<file path="config.mk">
export PLATFORM = sky130hd
export DESIGN_NAME = brq_ifu_fetch_fifo
export DESIGN_NICKNAME = d
export VERILOG_FILES = /design/src/rtl/brq_pkg.sv /design/src/rtl/brq_ifu_fetch_fifo.sv
export SDC_FILE = /design/constraint.sdc
export NUM_CORES = 1
export LEC_CHECK = 0
export BUFFER_PORTS_ARGS = -buffer_cell sky130_fd_sc_hd__buf_2
export CAP_MARGIN = 5
export CORE_ASPECT_RATIO = 0.9
export CORE_MARGIN = 2
export CORE_UTILIZATION = 45
export DETAILED_ROUTE_END_ITERATION = 10
export GPL_TIMING_DRIVEN = 0
export PLACE_DENSITY_LB_ADDON = 0.08
export SLEW_MARGIN = 10
export SYNTH_ARGS = -nofsm -noshare
export SYNTH_HDL_FRONTEND = slang
export SYNTH_SLANG_ARGS = --single-unit
</file>
<file path="constraint.sdc">
create_clock -name clk_i -period 8.4 [get_ports clk_i]
set_input_delay 0.42 -clock clk_i [delete_from_list [all_inputs] [get_ports clk_i]]
set_output_delay 0.42 -clock clk_i [all_outputs]
set_load 0.01 [all_outputs]
</file>
<file path="src/rtl/brq_pkg.sv">
// Shared types and helpers for the brq instruction-fetch path.
//   fetch_entry_t  : one buffered fetch response word {rdata, err, valid}
//   is_compressed  : RVC test on the low halfword of an instruction
package brq_pkg;

    typedef struct packed {
        logic [31:0] rdata;
        logic        err;
        logic        valid;
    } fetch_entry_t;

    // An instruction is 16-bit whenever its two lowest opcode bits are not 2'b11.
    function automatic logic is_compressed(input logic [15:0] instr_lo);
        return instr_lo[1:0] != 2'b11;
    endfunction

endpackage

</file>
<file path="src/rtl/brq_ifu_fetch_fifo.sv">
// Fetch FIFO between the instruction bus response path and the IF stage.
// Buffers word-aligned 32-bit fetch responses and presents one realigned
// instruction (16-bit or 32-bit, possibly straddling a word boundary) per
// output handshake. Bus errors are propagated, including the case where only
// the second halfword of an unaligned 32-bit instruction faulted.
//
// Ports:
//   clk_i, rst_ni        clock, asynchronous active-low reset
//   clear_i, addr_i      flush all entries and restart output PC at addr_i
//   in_valid_i/in_ready_o, in_rdata_i, in_err_i   fetch response word in
//   count_o              number of valid word entries
//   out_valid_o/out_ready_i, out_rdata_o, out_addr_o,
//   out_err_o, out_err_plus2_o                     realigned instruction out
module brq_ifu_fetch_fifo
    import brq_pkg::*;
#(
    parameter int unsigned Depth = 3,
    parameter int unsigned CntW  = $clog2(Depth + 1)
) (
    input  logic            clk_i,
    input  logic            rst_ni,
    input  logic            clear_i,
    input  logic [31:0]     addr_i,
    input  logic            in_valid_i,
    input  logic [31:0]     in_rdata_i,
    input  logic            in_err_i,
    output logic            in_ready_o,
    output logic [CntW-1:0] count_o,
    output logic            out_valid_o,
    input  logic            out_ready_i,
    output logic [31:0]     out_rdata_o,
    output logic [31:0]     out_addr_o,
    output logic            out_err_o,
    output logic            out_err_plus2_o
);

    fetch_entry_t    entries_q [Depth];
    fetch_entry_t    entries_d [Depth];
    logic [CntW-1:0] cnt_q, cnt_d;
    logic [31:0]     addr_q, addr_d;

    logic            unaligned;
    logic [15:0]     lo_half;
    logic            instr_compressed;
    logic            instr_valid;
    logic            push, consume, pop;
    logic [CntW-1:0] wr_idx;
    logic [31:0]     stable_mask;
    logic            unused_addr0;

    assign unused_addr0 = addr_i[0];

    // Realignment: entries other than E0 are kept zeroed while invalid, so
    // E1.err can be used directly without gating on E1.valid.
    always_comb begin
        unaligned        = addr_q[1];
        lo_half          = unaligned ? entries_q[0].rdata[31:16] : entries_q[0].rdata[15:0];
        instr_compressed = is_compressed(lo_half);

        out_rdata_o     = entries_q[0].rdata;
        instr_valid     = entries_q[0].valid;
        out_err_o       = entries_q[0].err;
        out_err_plus2_o = 1'b0;

        if (unaligned) begin
            out_rdata_o = {entries_q[1].rdata[15:0], entries_q[0].rdata[31:16]};
            if (!instr_compressed) begin
                // A faulted E0 is reported without waiting for the second word.
                instr_valid     = entries_q[0].valid & (entries_q[1].valid | entries_q[0].err);
                out_err_o       = entries_q[0].err | entries_q[1].err;
                out_err_plus2_o = ~entries_q[0].err & entries_q[1].err;
            end
        end

        out_valid_o = instr_valid & ~clear_i;
        out_addr_o  = addr_q;
        count_o     = cnt_q;
        in_ready_o  = cnt_q < CntW'(Depth);
    end

    // Aligned compressed instructions leave the upper halfword in E0, so only
    // that case consumes without popping.
    always_comb begin
        push    = in_valid_i & in_ready_o & ~clear_i;
        consume = out_valid_o & out_ready_i & ~clear_i;
        pop     = consume & (unaligned | ~instr_compressed);
        wr_idx  = cnt_q - CntW'(pop);

        for (int unsigned i = 0; i < Depth; i++) begin
            entries_d[i] = entries_q[i];
        end
        if (pop) begin
            for (int unsigned i = 0; i + 1 < Depth; i++) begin
                entries_d[i] = entries_q[i + 1];
            end
            entries_d[Depth-1] = '0;
        end
        if (push) begin
            for (int unsigned i = 0; i < Depth; i++) begin
                if (CntW'(i) == wr_idx) begin
                    entries_d[i] = '{rdata: in_rdata_i, err: in_err_i, valid: 1'b1};
                end
            end
        end

        cnt_d  = cnt_q - CntW'(pop) + CntW'(push);
        addr_d = consume ? addr_q + (instr_compressed ? 32'd2 : 32'd4) : addr_q;

        if (clear_i) begin
            for (int unsigned i = 0; i < Depth; i++) begin
                entries_d[i] = '0;
            end
            cnt_d  = '0;
            addr_d = {addr_i[31:1], 1'b0};
        end
    end

    always_ff @(posedge clk_i or negedge rst_ni) begin
        if (!rst_ni) begin
            for (int unsigned i = 0; i < Depth; i++) begin
                entries_q[i] <= '0;
            end
            cnt_q  <= '0;
            addr_q <= '0;
        end else begin
            for (int unsigned i = 0; i < Depth; i++) begin
                entries_q[i] <= entries_d[i];
            end
            cnt_q  <= cnt_d;
            addr_q <= addr_d;
        end
    end

    // Bits of out_rdata_o that carry meaning: low half for compressed, none
    // once the instruction has faulted (consumer squashes it).
    always_comb begin
        if (instr_compressed) begin
            stable_mask = 32'h0000_FFFF;
        end else if (out_err_o) begin
            stable_mask = '0;
        end else begin
            stable_mask = '1;
        end
    end

    a_count_bound: assert property (@(posedge clk_i) disable iff (!rst_ni)
        cnt_q <= CntW'(Depth));

    a_no_overflow_push: assert property (@(posedge clk_i) disable iff (!rst_ni)
        in_valid_i |-> in_ready_o);

    a_out_stable: assert property (@(posedge clk_i) disable iff (!rst_ni)
        (out_valid_o && !out_ready_i && !clear_i) |=>
            (clear_i || (out_valid_o && $stable(out_addr_o) && $stable(out_err_o) &&
                         $stable(out_err_plus2_o) &&
                         ((out_rdata_o & $past(stable_mask)) == $past(out_rdata_o & stable_mask)))));

    for (genvar g = 1; g < Depth; g++) begin : g_contig
        a_contiguous: assert property (@(posedge clk_i) disable iff (!rst_ni)
            entries_q[g].valid |-> entries_q[g-1].valid);
    end

endmodule

</file>
==> reports/metrics.cfg <==
[status]
status = completed

[logic_synthesis]
ys_seq_area_share_pct = 46.76
netlist_area_sq_mm = 0.007224
yosysWarnings = 0
synth.area.top_cells = dfrtp_1 47%, nand2_1 9.8%, a311oi_1 8.0%, mux2_2 5.0%, nor2_1 4.7%
yosys-top-cells-count = 189 x nand2_1, 135 x dfrtp_1, 90 x nor2_1
synth.top_cell.area_share_pct = 46.76
synth_top_cell_by_area = dfrtp_1
yosysMostFrequentCell = nand2_1
synthFlopType = dfrtp_1
synth-edff-count = 0
syn_inst = 822
synthArstFlopShare_pct = 100.0
syn_nets = 897
ys_types = 59
ys_ff_latch = 135
synth.avg_cell_area_sq_um = 8.789

[route]
first_pass_iters = 5
dr.first_iter.drc_count = 651
wl_microns = 23390
vias = 7041
ant_nets = 0
wl_per_cell_microns = 19.58
via_per_inst = 5.892
drc = 0

[timing]
rsz0062_at_grt = no
tns_ns = 0
slew_headroom_pct = 45.58
finClkSkew_ns = 0.007629
finalSetupViolCount = 0
fin_crit_sh_pct = 58.19
max_freq_ghz = 0.2046
finalCriticalPeriod_ns = 4.888
report.final.slew_viol_count = 0
hold_violations = 0
worst_pin_slew_ns = 0.8127

[clocking]
cts_made_buffers = 17
cts_sinks = 135
cts_resized = 0
htreeDepth = 4
postCtsSetupRepairBufs = 0
insertion_delay_ns = 0.42
root_buffer = clkbuf_16
tritoncts = done
clk_path_buf_depth = 2
postCtsHoldBufs = 1
clk_pin_slew_ns = 0.06

[layout]
drive_above_1_share_pct = 23.16
stdcell_count = 1195
num_antenna_cells = 0
areaGrowthSynthToFinish_pct = 22.58
nets = 1055

[global_route]
grt_max_degree = 78
grt_pass1_wl_microns = 36880
grt_use_total_pct = 27.98
grt.overflow.total = 0
grt_pass1_vias = 6661
antenna_found_initial = 0

[worst_setup_path]
startpoint_type = flip-flop
cp_max_fo = 10
slowest_delay_ns = 0.59
crit_family = buffers and inverters
crit_type = flip-flop to flip-flop
crit_path_end_kind = flip-flop
slowest_stage = buf_1
crit_arrival_ns = 5.14
path_cells = buf_2, buf_1, inv_1, ha_1, nand4bb_1, a21o_1, inv_2, clkbuf_1, ha_1, and3b_1, o21ai_1, clkbuf_1, buf_1, a311oi_1
crit_buf_inv = 7
crit_required_ns = 8.65

[placement]
gp_congestion = 0.8368
port_buffers = 137
dpl.hpwl_microns = 16590
dp_cells = 1162

[flow_run]
max_cap_viol_count = 0

[power_and_ir_drop]
irDropWorstVdd_mv = 0.1402
leakage_nw = 3.833
power.density_mw_per_mm2 = 205.8

[die]
die_y_microns = 124.2
fp.dieW_microns = 137.6
rows = 43
core-area_sq_mm = 0.01555
start_util_pct = 46.46
dieArea_sq_mm = 0.01709
pin_count = 140

[worst_hold_path]
worstHoldPathType = input pin to flip-flop

## registers in the layout, summed over array words and instances, names as in the netlist
name and flops:
entries_q 102, out_addr_o 31, count_o 2
## kinds of logic (layout without fill, tap and decap cells)
| group | Yosys count | after routing | share of synthesized area (%) |
|---|---|---|---|
| multiplexers | 33 | 33 | 5.126 |
| AND/OR/NAND/NOR | 383 | 383 | 23.52 |
| AO/OA/AOI/OAI | 176 | 176 | 18.01 |
| XOR/XNOR | 8 | 8 | 0.9699 |
| other | 1 | 1 | 0.05191 |
| adder cells (fa/ha/maj) | 5 | 5 | 0.9699 |
| buffers and inverters | 81 | 252 | 4.590 |
| flip-flops | 135 | 135 | 46.76 |
## report_power, final
group / leakage (nW) / total (mW) / switching (mW) / internal (mW)
registers: 1.79 / 0.737 / 0.0455 / 0.692
clock network: 0.313 / 0.828 / 0.294 / 0.533
logic: 1.73 / 0.257 / 0.157 / 0.101
## layer usage
layer / GRT usage, % / wire length, microns / vias to the layer above
met5: 0 / 0 / -
met4: 7.095 / 379 / 0
met3: 6.156 / 1854 / 31
met2: 40.53 / 10350 / 278
met1: 42.29 / 10810 / 3438
li1: - / - / 3294
## per-stage QoR
step           hold slack [ns]  instance area, sq um  worst slack, ns  utilization (%)  power (mW)
2_1_floorplan           0.1244                  7224            4.969                -      0.8771
3_3_place_gp            0.4990                  8163            3.586            52.50      0.9991
5_1_grt                 0.2105                  8856            3.272            56.96       1.886
6_report                0.2037                  8856            3.512            56.96       1.822
3_5_place_dp            0.3854                  8200            3.578            52.74       1.002
4_1_cts                 0.1886                  8856            3.549            56.96       1.826
## worst reg2reg max path: cells and delay by family, from the launching register on
kind | cells | cell delay (ns)
simple gates | 2 | 0.47
fa+ha+maj | 2 | 0.64
flops | 1 | 0.39
buf+inv | 7 | 2.53
compound gates | 3 | 0.69
## area by class of cell
cell class                      instances  area (sq um)
Fill cell                            1427          6693
Multi-Input combinational cell        606          3515
Sequential cell                       135          3378
Timing Repair Buffer                  139         733.2
Clock buffer                           19         442.9
Buffer                                 71         294.0
Tap cell                              202         252.7
Clock inverter                         13         202.7
Inverter                               10         37.54
## final timing paths
check | depth (start not counted) | slack (ns) | endpoint | from
setup / recovery | 14 | 3.51 | entries_q[85]$_DFF_PN0_ | out_addr_o[1]$_DFFE_PN0N_
hold / removal | 3 | 0.20 | out_addr_o[6]$_DFFE_PN0N_ | addr_i[6]
setup reg to reg | 14 | 3.51 | entries_q[85]$_DFF_PN0_ | out_addr_o[1]$_DFFE_PN0N_
hold reg to reg | 1 | 0.53 | entries_q[0]$_DFF_PN0_ | entries_q[0]$_DFF_PN0_
min in group asynchronous | 2 | 0.52 | out_addr_o[20]$_DFFE_PN0N_ | rst_ni
max in group asynchronous | 3 | 7.12 | entries_q[85]$_DFF_PN0_ | rst_ni
## cell usage in the layout (no fill, tap or decap), types with 6 or more instances in the layout
cell type  Yosys  final
inv_1          9      9
clkbuf_1      44     45
a311oi_1      66     66
a31oi_1       16     16
clkbuf_16      0     17
nand4_1        7      7
o211ai_1       6      6
nand2_1      189    189
buf_2         19    155
a21oi_1       37     37
o21ai_0       10     10
dfrtp_1      135    135
nand3_1       50     50
buf_1          7      7
o31ai_1       12     12
nor2_1        90     90
or4_1         15     15
mux2_2        32     32
Power figures use the tool's default switching activity.
